### config.mk
export PLATFORM = sky130hd
export DESIGN_NAME = instruction_fetch_flat
export DESIGN_NICKNAME = d
export VERILOG_FILES = /design/src/rtl/hack_pkg.sv /design/src/rtl/instruction_fetch_if.sv /design/src/rtl/fetch_fifo.sv /design/src/rtl/instruction_fetch.sv /design/src/flat_wrapper.sv
export SDC_FILE = /design/constraint.sdc
export NUM_CORES = 1
export LEC_CHECK = 0
export ABC_AREA = 1
export BUFFER_PORTS_ARGS = -buffer_cell sky130_fd_sc_hd__buf_2
export CAP_MARGIN = 20
export CORE_ASPECT_RATIO = 1.5
export CORE_MARGIN = 2
export CORE_UTILIZATION = 55
export DETAILED_ROUTE_END_ITERATION = 7
export GPL_TIMING_DRIVEN = 0
export PLACE_DENSITY = 0.8
export SLEW_MARGIN = 30
export SYNTH_ARGS = -nofsm -noshare
export SYNTH_HDL_FRONTEND = slang
export SYNTH_SLANG_ARGS = --single-unit
### constraint.sdc
create_clock -name clk -period 3.45 [get_ports clk]
set_input_delay 0.345 -clock clk [delete_from_list [all_inputs] [get_ports clk]]
set_output_delay 0.345 -clock clk [all_outputs]
set_load 0.01 [all_outputs]
### src/rtl/hack_pkg.sv
// rtl/hack_pkg.sv - shared word/address widths and fetch FSM state encoding
package hack_pkg;

    localparam int WORD_W     = 16;
    localparam int ROM_ADDR_W = 15;

    typedef enum logic {
        FETCH_BOOT = 1'b0,
        FETCH_RUN  = 1'b1
    } fetch_state_e;

endpackage

### src/rtl/instruction_fetch_if.sv
// rtl/instruction_fetch_if.sv - ROM read bus and decode handshake bundle for the fetch stage
//   master (fetch side): drives rom_addr, rom_rd_en, instr_out, instr_pc, instr_valid
//   slave  (environment): drives rom_data, instr_ready
interface instruction_fetch_if #(
    parameter int DATA_W = hack_pkg::WORD_W,
    parameter int ADDR_W = hack_pkg::ROM_ADDR_W
);

    logic [ADDR_W-1:0]          rom_addr;
    logic                       rom_rd_en;
    logic [DATA_W-1:0]          rom_data;
    logic [DATA_W-1:0]          instr_out;
    logic [hack_pkg::WORD_W-1:0] instr_pc;
    logic                       instr_valid;
    logic                       instr_ready;

    modport master (
        output rom_addr, rom_rd_en, instr_out, instr_pc, instr_valid,
        input  rom_data, instr_ready
    );

    modport slave (
        input  rom_addr, rom_rd_en, instr_out, instr_pc, instr_valid,
        output rom_data, instr_ready
    );

endinterface

### src/rtl/fetch_fifo.sv
// rtl/fetch_fifo.sv - small FIFO holding fetched {instruction, pc} entries
//   clk, reset_n : clock, asynchronous active-low reset
//   clear        : synchronous discard of all entries (wins over push)
//   push/push_data, pop : write tail / drop head
//   head_data    : current head entry
//   count        : number of valid entries (0..DEPTH)
module fetch_fifo #(
    parameter  int WIDTH = 32,
    parameter  int DEPTH = 2,
    localparam int PTR_W = $clog2(DEPTH)
) (
    input  logic             clk,
    input  logic             reset_n,
    input  logic             clear,
    input  logic             push,
    input  logic [WIDTH-1:0] push_data,
    input  logic             pop,
    output logic [WIDTH-1:0] head_data,
    output logic [PTR_W:0]   count
);

    logic [WIDTH-1:0] mem_q [DEPTH];
    logic [WIDTH-1:0] mem_d [DEPTH];
    logic [PTR_W-1:0] wr_ptr_q, wr_ptr_d;
    logic [PTR_W-1:0] rd_ptr_q, rd_ptr_d;
    logic [PTR_W:0]   count_q, count_d;

    always_comb begin
        mem_d    = mem_q;
        wr_ptr_d = wr_ptr_q;
        rd_ptr_d = rd_ptr_q;
        count_d  = count_q;
        if (clear) begin
            wr_ptr_d = '0;
            rd_ptr_d = '0;
            count_d  = '0;
        end else begin
            if (push) begin
                mem_d[wr_ptr_q] = push_data;
                wr_ptr_d        = wr_ptr_q + 1'b1;
            end
            if (pop) begin
                rd_ptr_d = rd_ptr_q + 1'b1;
            end
            // Simultaneous push and pop leaves the count unchanged, including when full.
            count_d = count_q + {{PTR_W{1'b0}}, push} - {{PTR_W{1'b0}}, pop};
        end
    end

    always_ff @(posedge clk or negedge reset_n) begin
        if (!reset_n) begin
            for (int i = 0; i < DEPTH; i++) begin
                mem_q[i] <= '0;
            end
            wr_ptr_q <= '0;
            rd_ptr_q <= '0;
            count_q  <= '0;
        end else begin
            mem_q    <= mem_d;
            wr_ptr_q <= wr_ptr_d;
            rd_ptr_q <= rd_ptr_d;
            count_q  <= count_d;
        end
    end

    assign head_data = mem_q[rd_ptr_q];
    assign count     = count_q;

endmodule

### src/rtl/instruction_fetch.sv
// rtl/instruction_fetch.sv - fetch stage: issues ROM reads from pc_in, buffers words for decode
//   clk, reset_n  : clock, asynchronous active-low reset
//   pc_in         : current program counter
//   pc_increment  : advance the program counter (high exactly when a read issues)
//   flush         : jump taken; discards buffered and in-flight words
//   bus (master)  : ROM read port and decode-side instr_valid/instr_ready handshake
module instruction_fetch
    import hack_pkg::*;
#(
    parameter int DATA_W = WORD_W,
    parameter int ADDR_W = ROM_ADDR_W,
    parameter int DEPTH  = 2
) (
    input  logic              clk,
    input  logic              reset_n,
    input  logic [WORD_W-1:0] pc_in,
    output logic              pc_increment,
    input  logic              flush,
    instruction_fetch_if.master bus
);

    localparam int PTR_W   = $clog2(DEPTH);
    localparam int ENTRY_W = DATA_W + WORD_W;

    fetch_state_e      state_q, state_d;
    logic              inflight_q, inflight_d;
    logic [WORD_W-1:0] tag_q, tag_d;

    logic [PTR_W:0]    count;
    logic [PTR_W+1:0]  credit;
    logic [ENTRY_W-1:0] head;
    logic              pop;
    logic              push;
    logic              issue;

    assign bus.instr_valid = (count != '0);
    assign pop             = bus.instr_valid & bus.instr_ready;
    // A word returning in the flush cycle belongs to the old path and is dropped.
    assign push            = inflight_q & ~flush;

    // Slots already committed (buffered + in flight) after this cycle's pop; pop implies
    // count >= 1, so this never underflows.
    assign credit = {1'b0, count} + {{(PTR_W+1){1'b0}}, inflight_q}
                  - {{(PTR_W+1){1'b0}}, pop};

    always_comb begin
        state_d    = state_q;
        issue      = 1'b0;
        inflight_d = 1'b0;
        tag_d      = tag_q;
        case (state_q)
            // One idle cycle lets the program counter leave its own reset.
            FETCH_BOOT: state_d = FETCH_RUN;
            FETCH_RUN: begin
                state_d = FETCH_RUN;
                if (!flush && (credit < (PTR_W+2)'(DEPTH))) begin
                    issue = 1'b1;
                end
            end
            default: state_d = FETCH_BOOT;
        endcase
        if (issue) begin
            inflight_d = 1'b1;
            tag_d      = pc_in;
        end
    end

    always_ff @(posedge clk or negedge reset_n) begin
        if (!reset_n) begin
            state_q    <= FETCH_BOOT;
            inflight_q <= 1'b0;
            tag_q      <= '0;
        end else begin
            state_q    <= state_d;
            inflight_q <= inflight_d;
            tag_q      <= tag_d;
        end
    end

    assign pc_increment  = issue;
    assign bus.rom_rd_en = issue;
    assign bus.rom_addr  = issue ? pc_in[ADDR_W-1:0] : '0;

    fetch_fifo #(
        .WIDTH (ENTRY_W),
        .DEPTH (DEPTH)
    ) u_fifo (
        .clk       (clk),
        .reset_n   (reset_n),
        .clear     (flush),
        .push      (push),
        .push_data ({bus.rom_data, tag_q}),
        .pop       (pop),
        .head_data (head),
        .count     (count)
    );

    assign bus.instr_out = head[ENTRY_W-1:WORD_W];
    assign bus.instr_pc  = head[WORD_W-1:0];

endmodule

### src/flat_wrapper.sv
// flat-port wrapper written by rule: the top's interface ports become plain ports
module instruction_fetch_flat import hack_pkg::*;
#(
    parameter int DATA_W = WORD_W,
    parameter int ADDR_W = ROM_ADDR_W,
    parameter int DEPTH  = 2
)
  (clk, reset_n, pc_in, pc_increment, flush, bus_rom_addr, bus_rom_rd_en, bus_instr_out, bus_instr_pc, bus_instr_valid, bus_rom_data, bus_instr_ready);
  instruction_fetch_if #(.DATA_W(DATA_W), .ADDR_W(ADDR_W)) bus_i ();
  input  logic clk;
  input  logic reset_n;
  input  logic [WORD_W-1:0] pc_in;
  output logic pc_increment;
  input  logic flush;
  output wire logic [$bits(bus_i.rom_addr)-1:0] bus_rom_addr;
  output wire logic [$bits(bus_i.rom_rd_en)-1:0] bus_rom_rd_en;
  output wire logic [$bits(bus_i.instr_out)-1:0] bus_instr_out;
  output wire logic [$bits(bus_i.instr_pc)-1:0] bus_instr_pc;
  output wire logic [$bits(bus_i.instr_valid)-1:0] bus_instr_valid;
  input wire logic [$bits(bus_i.rom_data)-1:0] bus_rom_data;
  input wire logic [$bits(bus_i.instr_ready)-1:0] bus_instr_ready;
  assign bus_rom_addr = bus_i.rom_addr;
  assign bus_rom_rd_en = bus_i.rom_rd_en;
  assign bus_instr_out = bus_i.instr_out;
  assign bus_instr_pc = bus_i.instr_pc;
  assign bus_instr_valid = bus_i.instr_valid;
  assign bus_i.rom_data = bus_rom_data;
  assign bus_i.instr_ready = bus_instr_ready;
  instruction_fetch #(.DATA_W(DATA_W), .ADDR_W(ADDR_W), .DEPTH(DEPTH)) u_core (.clk(clk), .reset_n(reset_n), .pc_in(pc_in), .pc_increment(pc_increment), .flush(flush), .bus(bus_i));
endmodule
; Word-level counts from Yosys, hierarchy flattened
; Cells that the tools add are included.
[word_totals]
in_bits = 36
regBits = 86
output_inout_bits = 50
word_cells = 45
[classes]
bitwise = 5
reduce_logical = 7
n_lt_le_gt_ge = 4
addsub = 6
mux = 15
[ops]
columns = operator, count
row1 = two-way mux 32 bit, 4
row2 = bitwise mux 64 bit, 1
row3 = demux 32 bit (select 1 bit), 1
row4 = two-way mux 15 bit, 1
row5 = two-way mux 1 bit, 7
row6 = nonzero test 2 bit, 3
row7 = >= comparator 2 bit (second input constant), 2
row8 = inverter 1 -> 2 bit, 2
row9 = adder 2 x 1 -> 3 bit, 1
row10 = < comparator 3 x 2 -> 1 bit (second input constant), 1
row11 = subtractor 3 x 1 -> 3 bit, 1
row12 = adder 1 bit (second input constant), 2
row13 = adder 2 x 1 -> 2 bit, 1
row14 = bitwise AND 1 bit, 2
row15 = logical AND 1 bit, 2
row16 = < comparator 2 x 1 -> 1 bit (second input constant), 1
row17 = two-way mux 2 bit, 1
row18 = AND reduction 2 bit, 1
row19 = subtractor 2 x 1 -> 2 bit, 1
row20 = logical NOT 1 bit, 1
row21 = inverter 1 bit, 1

; Logic depth before layout (Yosys ltp)
[logic_depth]
ltp_word = 8
mapped_depth = 13
depth_no_buf = 12

; Cells and area by module
; From an unflattened synthesis, not the netlist that was laid out.
[hier_totals]
cells_unflattened = 401
area_unflattened_um2 = 3997.6
[modules_own_cells]
columns = module, area_per_inst_um2, cells_per_inst, instances, seq_area_each_um2
row1 = fetch_fifo, 3056.7, 298, 1, 1701.6
row2 = instruction_fetch, 940.9, 103, 1, 450.4

; Worst setup path after synthesis
; Ideal clock, no wire load.
[synth_path]
kind = reg-to-output
start = reg u_core.u_fifo.count_q[1], in the netlist u_core.u_fifo.count[1]
end = out pc_increment
path_stages_with_launch = 13
arrival_time_ns = 2.153
path_buffers = 2
t_required_ns = 3.105
path_slack_ns = 0.952
cell_sequence = dfrtp_1 > inv_1 > nand2_1 > nand2_1 > nand2_1 > nand3_1 > fa_1 > nand2_1 > nor2_2 > nand2_2 > buf_6 > inv_1 > buf_4
[synth_between]
elab_chain_cells = 7
elab_cells_between_ends = 8
[synth_rtl]
columns = element, line
row1 = from (decl), fetch_fifo.sv:26  ; logic [PTR_W:0] count_q, count_d;
row2 = from (signal assigned), fetch_fifo.sv:62  ; count_q <= count_d;
row3 = nonzero test 2 bit, instruction_fetch.sv:36  ; assign bus.instr_valid = (count != '0);
row4 = named net bus_instr_valid, flat_wrapper.sv:19  ; output wire logic [$bits(bus_i.instr_valid)-1:0] bus_instr_valid;
row5 = bitwise AND 1 bit, instruction_fetch.sv:37  ; assign pop = bus.instr_valid & bus.instr_ready;
row6 = subtractor 3 x 1 -> 3 bit, instruction_fetch.sv:44  ; - {{(PTR_W+1){1'b0}}, pop};
row7 = < comparator 3 x 2 -> 1 bit, instruction_fetch.sv:56  ; if (!flush && (credit < (PTR_W+2)'(DEPTH))) begin
row8 = logical AND 1 bit, instruction_fetch.sv:56
row9 = two-way mux 1 bit, instruction_fetch.sv:56
row10 = two-way mux 1 bit, instruction_fetch.sv:51  ; case (state_q)
row11 = to (decl), flat_wrapper.sv:13  ; output logic pc_increment;
; The timed path passes the listed nets, and every way through them passes these cells.

; Worst setup path in the final report
[layout_path]
start = reg u_core.u_fifo.count_q[1], in the netlist u_core.u_fifo.count[1]
end = out pc_increment
[layout_between]
elab_chain_cells = 7
elab_cells_between_ends = 8
[layout_rtl]
columns = element, line
row1 = "parallel branches: the longest is 2 deep, another holds adder 2 x 1 -> 3 bit", n/a
row2 = subtractor 3 x 1 -> 3 bit *, instruction_fetch.sv:44
row3 = < comparator 3 x 2 -> 1 bit *, instruction_fetch.sv:56
row4 = logical AND 1 bit *, instruction_fetch.sv:56
row5 = two-way mux 1 bit *, instruction_fetch.sv:56
row6 = two-way mux 1 bit *, instruction_fetch.sv:51
; Every way passes the cells marked *.

==> run_results.csv <==
group,metric,value,unit
clock_tree,clockBufferDepth,2,
hold_path,min_from,"flush",
yosys,yosysUniqueCellTypes,22,
worst_setup_path,r2r_cells,12,
place,place.gp.congestion,0.823,
worst_setup_path,path_buf_inv,5,
worst_setup_path,worstReg2RegStart,"u_core.u_fifo.count[1]$_DFF_PN0_",
drt,met3_wirelength,308,um
clock_tree,cts_inserted_buffers,9,
yosys,ys_warn_count,0,
place,place_hpwl,5960,um
pwr,p_leak,2.80,nW
final_layout,seqCellArea,2150,sq um
pwr,peakVddDrop,0.446,mV
final_layout,final_cell_mix,"nand2_1 (204), buf_2 (92), dfrtp_1 (86)",
sta,worst_slack,378,ps
drt,num_vias,3214,
pwr,power.share.sequential,39.8,%
drt,drt-total-wl,8330,um
clock_tree,cts_tree,"built",
place,io_buffers,85,
worst_setup_path,cp_max_fo,10,
worst_setup_path,cp.required,3110,ps
clock_tree,ctsHtreeMaxLevel,3,
global_routing,grt_antenna_before_repair,0,
final_layout,multi_input_area,1400,sq um
worst_setup_path,path_cells,"inv_1, nand2_1, nand2_1, nand2_1, nand3_1, fa_1, nand2_1, nor2_4, nand2_2, buf_6, inv_1, buf_4, buf_2",
pwr,total_power,4.08,mW
drt,wl_per_cell,12.8,um
job,drv_cap,0,
die,die_x,73.0,um
worst_setup_path,crit_top_cell,"nand2_1",
hold_path,hold_path.class,"in2reg",
yosys,yosys_register_bits,86,
sta,min_period,3070,ps
sta,skew,4.79,ps
drt,routed.top_layer,"met4",
clock_tree,path_clk_slew,80,ps
sta,maxSlewHeadroom,66.0,%
die,floorplan.io_pins,86,
drt,detail-route-antenna-nets,0,
global_routing,grt_start_max_net_pins,50,
sta,finalMaxSlewViolations,0,
yosys,syn-instance-count,471,
global_routing,grt_pass1_vias,3091,
sta,setup_viol_count_final,0,
final_layout,layout_commonest_cell,"nand2_1",
die,coreArea,6900,sq um
drt,drc,0,
worst_setup_path,critPathTopFamily,"simple AND/OR/NAND/NOR gates",
yosys,yosys-top-cells-area,"dfrtp_1 (55%), nand2_1 (20%), inv_1 (5.5%), o21ai_2 (5.1%), o21ai_0 (4.7%)",
hold_path,hold_path_depth,2,
drt,firstDrtPassIters,5,
drt,wl_met1,3500,um
worst_setup_path,slowest_stage,"fa_1",
yosys,synth_area,3920,sq um
worst_setup_path,r2r_setup_slack,1170,ps
worst_setup_path,rr_endpoint,"u_core.tag_q[10]$_DFFE_PN0P_",
pwr,p_sw_share,38.2,%
status,outcome,"complete, no violations",
sta,tightestPinTransition,510,ps
die,die_y,107,um
global_routing,grt_overflow_total,0,
pwr,p_int,2.52,mW
clock_tree,post_cts_buffers,0,
yosys,seq_area_frac_synth,54.9,%
yosys,syn_area_per_cell,8.33,sq um
drt,wl_met2,4280,um
pwr,p_comb_share,39.2,%
worst_setup_path,cp.arrival,2730,ps
clock_tree,cts.sinks,86,
yosys,yosys.area.top_type,"dfrtp_1",
sta,fmax,0.326,GHz
sta,finalHoldViolCount,0,
final_layout,fillers,575,
pwr,p_per_area,861,nW/um^2
clock_tree,clkLatencyLatePin,370,ps
die,die_area,7840,sq um
worst_setup_path,critical_path_class,"reg2out",
sta,whs,197,ps
final_layout,antennaDiodeCount,0,
yosys,synthesis.nets,510,
pwr,pwr-share-clk,21.0,%
sta,timing.final.crit_share,89.0,%
drt,initialDrtViolationCount,234,
final_layout,area_growth,20.9,%
worst_setup_path,cp-start-kind,"flip-flop",
die,core.rowCount,37,
drt,vias_per_cell,4.93,
die,start_util,56.9,%
worst_setup_path,max_stage_delay,500,ps
sta,rsz0062_at_grt,"no",
final_layout,fin_nets,608,
clock_tree,root_buffer,"clkbuf_8",
sta,setup_tns,0,ps
global_routing,track_usage,23.2,%
worst_setup_path,cp-end-kind,"output pin",
place,pre_cts_ws,660,ps
global_routing,grt_pass1_wl,13800,um
pwr,p_switching,1.56,mW
yosys,synth_top_area_share,54.9,%
final_layout,drive_gt1_share,25.6,%
hold_path,worstHoldEndpoint,"u_core.u_fifo.count[0]$_DFF_PN0_",
## routing by layer
metal	up-vias	track usage, %
li1	1633	-
met1	1484	28.6
met2	81	37.5
met3	16	4.68
met4	0	13.1
met5	-	0
## stage by stage
stage	util, %	area, sq um	instances
floorplan	-	3920	471
global placement	64.4	4450	634
detailed placement	64.9	4480	635
CTS	68.7	4740	652
global route	68.7	4740	652
finish	68.7	4740	652
## power groups by stage
stage / logic [mW] / registers (mW) / clock network [mW]
finish: 1.60 / 1.62 / 0.855
global route: 1.82 / 1.67 / 0.904
CTS: 1.63 / 1.62 / 0.867
detailed placement: 1.62 / 1.64 / 0
global placement: 1.56 / 1.62 / 0
floorplan: 1.10 / 1.58 / 0
## state kept, by name (all words and copies together) (netlist names)
| register | count |
|---|---|
| u_core.state_q | 1 |
| u_core.u_fifo.count | 2 |
| u_core.u_fifo.mem_q | 64 |
| u_core.u_fifo.wr_ptr_q | 1 |
| u_core.u_fifo.rd_ptr_q | 1 |
| u_core.inflight_q | 1 |
| u_core.tag_q | 16 |
## worst max path at each step
| stage | cells after the start | from | slack, ps | endpoint |
|---|---|---|---|---|
| after global placement | 13 | u_core.u_fifo.count[1]$_DFF_PN0_ | 670 | pc_increment |
| final | 13 | u_core.u_fifo.count[1]$_DFF_PN0_ | 380 | pc_increment |
| after CTS | 13 | u_core.u_fifo.count[1]$_DFF_PN0_ | 220 | pc_increment |
| after floorplan | 12 | u_core.u_fifo.count[1]$_DFF_PN0_ | 950 | pc_increment |
| after global routing | 13 | u_core.u_fifo.count[1]$_DFF_PN0_ | 130 | pc_increment |
| after detailed placement | 13 | u_core.u_fifo.count[1]$_DFF_PN0_ | 660 | pc_increment |
## cell families (layout without fill, tap and decap cells)
group / Yosys count / count (layout) / share of synthesized area, %
AND/OR/NAND/NOR: 234 / 234 / 23.8
flip-flops: 86 / 86 / 54.9
buffers and inverters: 82 / 185 / 9.63
AO/OA/AOI/OAI: 65 / 65 / 10.5
adder cells (fa/ha/maj): 3 / 3 / 1.15
other: 1 / 1 / 0.0956
## cells in the mapped netlist
master and number:
nand4_1 1, o21ai_1 4, fa_1 1, inv_2 1
o21ai_0 37, a21oi_1 1, conb_1 1, nand3b_1 1
nor2_1 3, clkbuf_1 7, buf_2 8, nor2_2 1
buf_6 7, buf_4 2, nand3_4 1, nand2_1 204
inv_1 57, nand3_1 21, o21ai_2 23, nand2_2 2
dfrtp_1 86, ha_1 2
## worst register-to-register path: stages (launching register included)
cell	delay [ps]
dfrtp_1	420
inv_1	100
nand2_1	140
nand2_1	130
nand2_1	80
nand3_1	80
fa_1	500
nand2_1	90
nor2_4	210
nand2_2	160
buf_6	180
nand2_1	60
nand2_1	40
## final cells by class
cell class | instances | share of cell area [%]
sequential | 86 | 45.4
clock inverter | 6 | 2.30
inverter | 58 | 4.59
tap | 78 | 2.06
buffer | 24 | 3.38
multi-input combinational | 303 | 29.5
timing repair buffer | 87 | 9.90
clock buffer | 10 | 2.90
## what timing repair did
action / CTS / global route
hold buffers: 1 / 0
setup endpoints to repair: 0 / 1
hold endpoints to repair: 37 / 0
gates resized for setup: 0 / 1
Note: power is estimated with default switching activity, not from simulation.
